**src/rtl/dvp_pkg.sv**
```systemverilog
// Shared DVP-path constants: divider operand widths, centroid fixed-point
// scaling, and the operand width check used by the centroid accumulator.
package dvp_pkg;
    localparam int unsigned DIV_DW        = 26;
    localparam int unsigned DIV_VW        = 26;
    localparam int unsigned CENTROID_FRAC = 4;

    // Both operands must keep their MSB clear so the signed divider sees them as non-negative.
    function automatic bit widths_ok(input int unsigned ww, input int unsigned xw,
                                     input int unsigned frac, input int unsigned dw,
                                     input int unsigned vw);
        return ((ww + 2 * xw + frac) < dw) && ((ww + xw) < vw);
    endfunction
endpackage

```
**src/rtl/seg_centroid_mac.sv**
```systemverilog
// Multiply-add and accumulator pair for one segment's sum of w and sum of w*x.
module seg_mac #(
    parameter int unsigned WW = 8,
    parameter int unsigned XW = 4
) (
    input  logic                  clk,
    input  logic                  rst,
    input  logic                  en,
    input  logic                  first,
    input  logic [WW-1:0]         wgt,
    input  logic [XW-1:0]         x,
    output logic [WW+XW-1:0]      sum_w_c,
    output logic [WW+2*XW-1:0]    sum_wx_c
);
    localparam int unsigned AW  = WW + XW;
    localparam int unsigned AXW = WW + 2 * XW;

    logic [AW-1:0]  acc_w;
    logic [AXW-1:0] acc_wx;
    logic [AW-1:0]  prod;

    // The first pixel of a segment replaces the sums instead of adding to them.
    always_comb begin
        prod     = AW'(wgt) * AW'(x);
        sum_w_c  = (first ? '0 : acc_w) + AW'(wgt);
        sum_wx_c = (first ? '0 : acc_wx) + AXW'(prod);
    end

    always_ff @(posedge clk or posedge rst) begin
        if (rst) begin
            acc_w  <= '0;
            acc_wx <= '0;
        end else if (en) begin
            acc_w  <= sum_w_c;
            acc_wx <= sum_wx_c;
        end
    end
endmodule

```
**src/rtl/seg_centroid.sv**
```systemverilog
// Streaming per-segment weighted-centroid accumulator; emits one dividend/divisor
// pair per completed segment for the downstream pipelined divider.
module seg_centroid
    import dvp_pkg::*;
#(
    parameter int unsigned WW   = 8,
    parameter int unsigned SEG  = 16,
    parameter int unsigned FRAC = CENTROID_FRAC,
    parameter int unsigned DW   = DIV_DW,
    parameter int unsigned VW   = DIV_VW,
    parameter int unsigned SW   = 8
) (
    input  logic          clk,
    input  logic          rst,
    input  logic          cke,
    input  logic          vin,
    input  logic          sol,
    input  logic [WW-1:0] wgt,
    output logic [DW-1:0] dividend,
    output logic [VW-1:0] divisor,
    output logic          zero,
    output logic [SW-1:0] seg_idx,
    output logic          vout
);
    localparam int unsigned XW  = $clog2(SEG);
    localparam int unsigned AW  = WW + XW;
    localparam int unsigned AXW = WW + 2 * XW;

    if (SEG < 2 || (SEG & (SEG - 1)) != 0) begin : g_bad_seg
        $error("seg_centroid: SEG must be a power of two >= 2");
    end
    if (!widths_ok(WW, XW, FRAC, DW, VW)) begin : g_bad_widths
        $error("seg_centroid: divider operand widths too narrow");
    end

    logic [XW-1:0]  x_cnt;
    logic [XW-1:0]  x_cur;
    logic [SW-1:0]  seg_cnt;
    logic [SW-1:0]  seg_cur;
    logic           accept;
    logic           seg_end;
    logic           sw_zero;
    logic [AW-1:0]  sum_w;
    logic [AXW-1:0] sum_wx;

    // sol forces the pixel to x=0 of segment 0, dropping any partial segment.
    always_comb begin
        accept  = cke & vin;
        x_cur   = sol ? '0 : x_cnt;
        seg_cur = sol ? '0 : seg_cnt;
        seg_end = accept && (x_cur == XW'(SEG - 1));
        sw_zero = (sum_w == '0);
    end

    seg_mac #(
        .WW (WW),
        .XW (XW)
    ) u_mac (
        .clk      (clk),
        .rst      (rst),
        .en       (accept),
        .first    (x_cur == '0),
        .wgt      (wgt),
        .x        (x_cur),
        .sum_w_c  (sum_w),
        .sum_wx_c (sum_wx)
    );

    always_ff @(posedge clk or posedge rst) begin
        if (rst) begin
            x_cnt   <= '0;
            seg_cnt <= '0;
        end else if (accept) begin
            x_cnt   <= x_cur + XW'(1);
            seg_cnt <= seg_end ? seg_cur + SW'(1) : seg_cur;
        end
    end

    // Data registers hold between strobes; a zero-weight segment gets divisor 1.
    always_ff @(posedge clk or posedge rst) begin
        if (rst) begin
            vout     <= 1'b0;
            zero     <= 1'b0;
            dividend <= '0;
            divisor  <= '0;
            seg_idx  <= '0;
        end else if (cke) begin
            vout <= seg_end;
            if (seg_end) begin
                zero     <= sw_zero;
                divisor  <= sw_zero ? VW'(1) : VW'(sum_w);
                dividend <= sw_zero ? '0 : (DW'(sum_wx) << FRAC);
                seg_idx  <= seg_cur;
            end
        end
    end
endmodule

```
**config.mk**
```make
export PLATFORM = sky130hd
export DESIGN_NAME = seg_centroid
export DESIGN_NICKNAME = d
export VERILOG_FILES = /design/src/rtl/dvp_pkg.sv /design/src/rtl/seg_centroid_mac.sv /design/src/rtl/seg_centroid.sv
export SDC_FILE = /design/constraint.sdc
export NUM_CORES = 1
export LEC_CHECK = 0
export CORE_MARGIN = 2
export CORE_UTILIZATION = 48
export CTS_CLUSTER_DIAMETER = 120
export DETAILED_ROUTE_END_ITERATION = 7
export PLACE_DENSITY = 0.82
export SLEW_MARGIN = 20
export SYNTH_ARGS = -nofsm -noshare
export SYNTH_HDL_FRONTEND = slang
export SYNTH_SLANG_ARGS = --single-unit
```
**constraint.sdc**
```tcl
create_clock -name clk -period 5.1 [get_ports clk]
set_input_delay 1.02 -clock clk [delete_from_list [all_inputs] [get_ports clk]]
set_output_delay 1.02 -clock clk [all_outputs]
set_load 0.005 [all_outputs]
```
---- Word-level counts from Yosys, hierarchy flattened ----
Cells that the tools add are included.
word-level totals
  logic and storage cells ................. 27
  input port bits ......................... 13
  bits in registers ....................... 102
  output and inout bits ................... 62
operators by class
  bitwise logic cells ..................... 1
  add/sub/neg operators ................... 4
  reduce and logical (&&, ||, !) cells .... 4
  equal/unequal tests ..................... 1
  $mul .................................... 1
  mux-type cells .......................... 7
operators with widths
  cell                 number
  $mux 12              2
  $mux 20              1
  $add 16x12->16       1
  $mux 16              1
  $mux 8               2
  $add 12x8->12        1
  $logic_not 12->1     1
  $mul 8x4->12         1
  $add 8x1->8 const B  1
  $add 4x1->4 const B  1
  $eq 4x4->1 const B   1
  $logic_not 4->1      1
  $mux 4               1
  $reduce_and 2->1     1
  $and 1x1->1          1
  $logic_and 1x1->1    1

---- Logic depth before layout (Yosys ltp) ----
  depth after elaboration ................. 6
  depth in mapped cells ................... 18
  gate-level depth less buffers ........... 16

---- Modules after synthesis ----
A second synthesis with hierarchy kept.
second synthesis, totals
  cells, all modules ...................... 575
  area, all modules ....................... 5,691.7 um^2
modules (own cells, without submodules)
  module        cells each  area an instance (um^2)  times used
  seg_mac       344         3,115.5                  1
  seg_centroid  231         2,576.2                  1

---- Least setup slack after synthesis ----
Ideal clock, no wire load.
  kind .................................... in2reg
  start ................................... input port sol
  end ..................................... register u_mac.acc_wx[14]
  data arrival time ....................... 5,042 ps
  path buffers ............................ 2
  setup time .............................. 83 ps
  cell stages on the path ................. 17
  required time ........................... 5,017 ps
  setup slack ............................. -24 ps
  path through ............................ clkbuf_1 nor2b_1 clkbuf_1 and2_1 fa_1 fa_1 inv_1 fa_1 inv_1 ha_1 o21ai_0 o21a_1 o31ai_1 nand2b_1 a21bo_2 or4_1 o21ai_0
on the way
  cells in the longest elaborated chain, start to end .. 4
  elaborated cells on any way between the ends .. 5
  classes of those cells .................. 1 x add/sub; 1 x mul; 2 x mux; 1 x reduce/logical
RTL lines
  item                                                  RTL line                text
  start: declaration                                    seg_centroid.sv:17      input logic sol,
  $mux 4 *                                              seg_centroid.sv:49      x_cur = sol ? '0 : x_cnt;
  branches (longest 2 deep; another with $mul 8x4->12)  -
  $add 16x12->16 *                                      seg_centroid_mac.sv:26  sum_wx_c = (first ? '0 : acc_wx) + AXW'(prod);
  end signal: assignment                                seg_centroid_mac.sv:35  acc_wx <= sum_wx_c;
  end: declaration                                      seg_centroid_mac.sv:19  logic [AXW-1:0] acc_wx;
Mark *: on every way between the ends.
A chain may end at the register's enable or synchronous reset.

---- Worst setup path in the final report ----
  start ................................... input port sol
  end ..................................... register u_mac.acc_wx[13]
Same word-level chain as after synthesis.

==> impl_metrics.ini <==
[status]
status = finished clean

[yosys]
synth_compound_area_share_pct = 13.2
async_reset_ff_share_pct = 100
syn_inst = 590
ys_warn_count = 0
synth_area_leader_cell = dfrtp_1
synth-simple-area-share_pct = 20.6
synth_seq_cells = 78
ys.flop_type = dfrtp_1
synth_top_family_by_area = simple AND/OR/NAND/NOR gates
syn_area_per_cell_um2 = 9.01
synthMuxAreaShare_pct = 0.612
synth_top_area_share_pct = 36.7
synth_fa_ha_area_share_pct = 16.0
yosys-top-cells-area = dfrtp_1 (37%), nand2_1 (9.9%), fa_1 (8.3%)
synth_edf_count = 0
ys_seq_area_share_pct = 36.7
yosys.area_share.xor_xnor_pct = 4.61
synthDistinctLibCells = 49
mappedNetlistArea_um2 = 5320

[power_and_ir_drop]
power.density_nw_per_um2 = 250
ir_worst_vdd_mv = 0.217
power_leakage_nw = 3.16

[global_route]
grt_pass1_wl_um = 20400
antenna_found_initial = 0
grt_pass1_vias = 4507
grt_use_total_pct = 21.7
grt_max_degree = 46
grt_overflow = 0

[min_path]
min_from = seg_idx[7]
hp-class = register to register
min_to = seg_idx[7]
min_path_cells = 2

[die]
die_area_um2 = 11900
die_h_um = 109
fp.dieW_um = 109
start_util_pct = 49.1
num_rows = 38
boundaryPins = 75
core-area_um2 = 10800

[timing]
max_clock_freq_mhz = 207
worst_pin_slew_ps = 960
holdWs_ps = 475
finalSetupViolations = 0
period_share_pct = 94.6
maxSlewHeadroom_pct = 35.9
report.final.slew_viol_count = 0
tns_ps = 0
finalClockSkew_ps = 12.0
rsz0062_at_grt = false
hold_viol = 0
finalCriticalPeriod_ps = 4830

[drt]
drt_iter0_drc = 290
dr.pass1.iters = 4
num_vias = 4240
drt_wl_total_um = 12000
drt.antenna.violating_nets = 0
route.detailed.wl_per_inst_um = 14.8
vias_per_cell = 5.20
drc = 0

[clock_tree]
cts_root_buf = clkbuf_8
cts_tree = done
htree_levels = 3
clockBufferDepth = 2
cts_resized = 4
post-cts-setup-buffer-count = 0
ctsHoldBuffers = 0
insertion_delay_ps = 350
clkTransAtPathRegs_ps = 90
cts_buffers = 9
clock_sinks = 78

[setup_path]
start_kind = input pin
r2r_cells = 14
crit_start = sol
rrSetupSlack_ps = 700
cp.required_ps = 5300
cp_max_fo = 5
cp-end-kind = register
rr_startpoint = x_cnt[3]
arrival_ps = 5030
rr_endpoint = u_mac.acc_wx[13]
critPathKind = input pin to register

[placement]
port_buffers = 50
hpwl_um = 8990
gp_congestion = 0.879

[job]
max-cap-violations = 0

[layout]
area_delta_synth_final_pct = 20.1
fin_nets = 739
final_util_pct = 58.9
final_common_cell = nand2_1
drive_above_1_share_pct = 12.7
diodes = 0
final_cell_mix = nand2_1 (140), dfrtp_1 (78), clkdlybuf4s50_1 (49)
## worst max-delay path, cell delays in order
cell and delay [ps]:
dlymetal6s2s_1 240, nor2b_2 270, nand2_1 120, fa_1 520, fa_1 520, fa_1 540
inv_1 40, ha_1 320, a21o_1 200, a211oi_2 310, o21ai_0 170, a31oi_1 260
o21ai_0 140, xor2_1 230, o21ai_0 110
## metrics by stage
stage | power (mW) | setup WS, ps | std cells | instance area (um2)
4_1_cts | 1.60 | 23.8 | 816 | 6370
5_1_grt | 1.69 | 44.5 | 816 | 6390
3_3_place_gp | 1.10 | -260 | 800 | 6160
2_1_floorplan | 0.968 | 38.5 | 613 | 5410
3_5_place_dp | 1.12 | -429 | 800 | 6160
6_report | 1.60 | 273 | 816 | 6390
## routing by layer
layer | global-route usage (%) | vias up | part of all wire, %
met5 | 0 | - | 0
met1 | 25.6 | 2059 | 43
met3 | 4.00 | 24 | 4.0
li1 | - | 2036 | -
met2 | 39.6 | 121 | 52
met4 | 6.96 | 0 | 1.8
## how the worst max path moves through the flow
| stage | to | slack (ps) | cells past startpoint |
|---|---|---|---|
| floorplan | u_mac.acc_wx[14] | 40 | 17 |
| global placement | u_mac.acc_wx[14] | -260 | 16 |
| detailed placement | u_mac.acc_wx[13] | -430 | 15 |
| CTS | u_mac.acc_wx[13] | 20 | 15 |
| global route | u_mac.acc_wx[13] | 40 | 15 |
| finish | u_mac.acc_wx[13] | 270 | 15 |
## layout make-up
class                           count  area, um2
Multi-Input combinational cell    445       3050
Clock inverter                      5       58.8
Tap cell                          140        175
Timing Repair Buffer               94        846
Sequential cell                    78       1950
Inverter                           43        161
Clock buffer                       11        141
Fill cell                         916       4450
## report_power, final
group,internal (mW),switching [mW]
logic,0.188,0.237
registers,0.662,0.0290
clock network,0.240,0.240
## cell usage after synthesis, drive strengths merged, types with 5 or more instances
cell    number
nor2b        7
and3         5
fa          22
o21bai       5
nand3       10
a21o         6
xnor2       15
and2        41
inv         43
clkbuf      22
nor2        16
xor2        13
buf         25
a21oi       12
dfrtp       78
o31ai       12
ha          33
o21ai       45
nand2      140
## cells by family after synthesis
family / Yosys count
flip-flops: 78
other: 1
XOR/XNOR: 28
buffers and inverters: 90
AO/OA/AOI/OAI: 101
multiplexers: 3
AND/OR/NAND/NOR: 234
adder cells (fa/ha/maj): 55
## state kept, by name, indices dropped and copies added, names as in the netlist
| signal | cells |
|---|---|
| dividend | 16 |
| u_mac.acc_wx | 16 |
| divisor | 12 |
| u_mac.acc_w | 12 |
| seg_cnt | 8 |
| seg_idx | 8 |
| x_cnt | 4 |
| vout | 1 |
| zero | 1 |
Note: power is estimated with default switching activity, not from simulation.
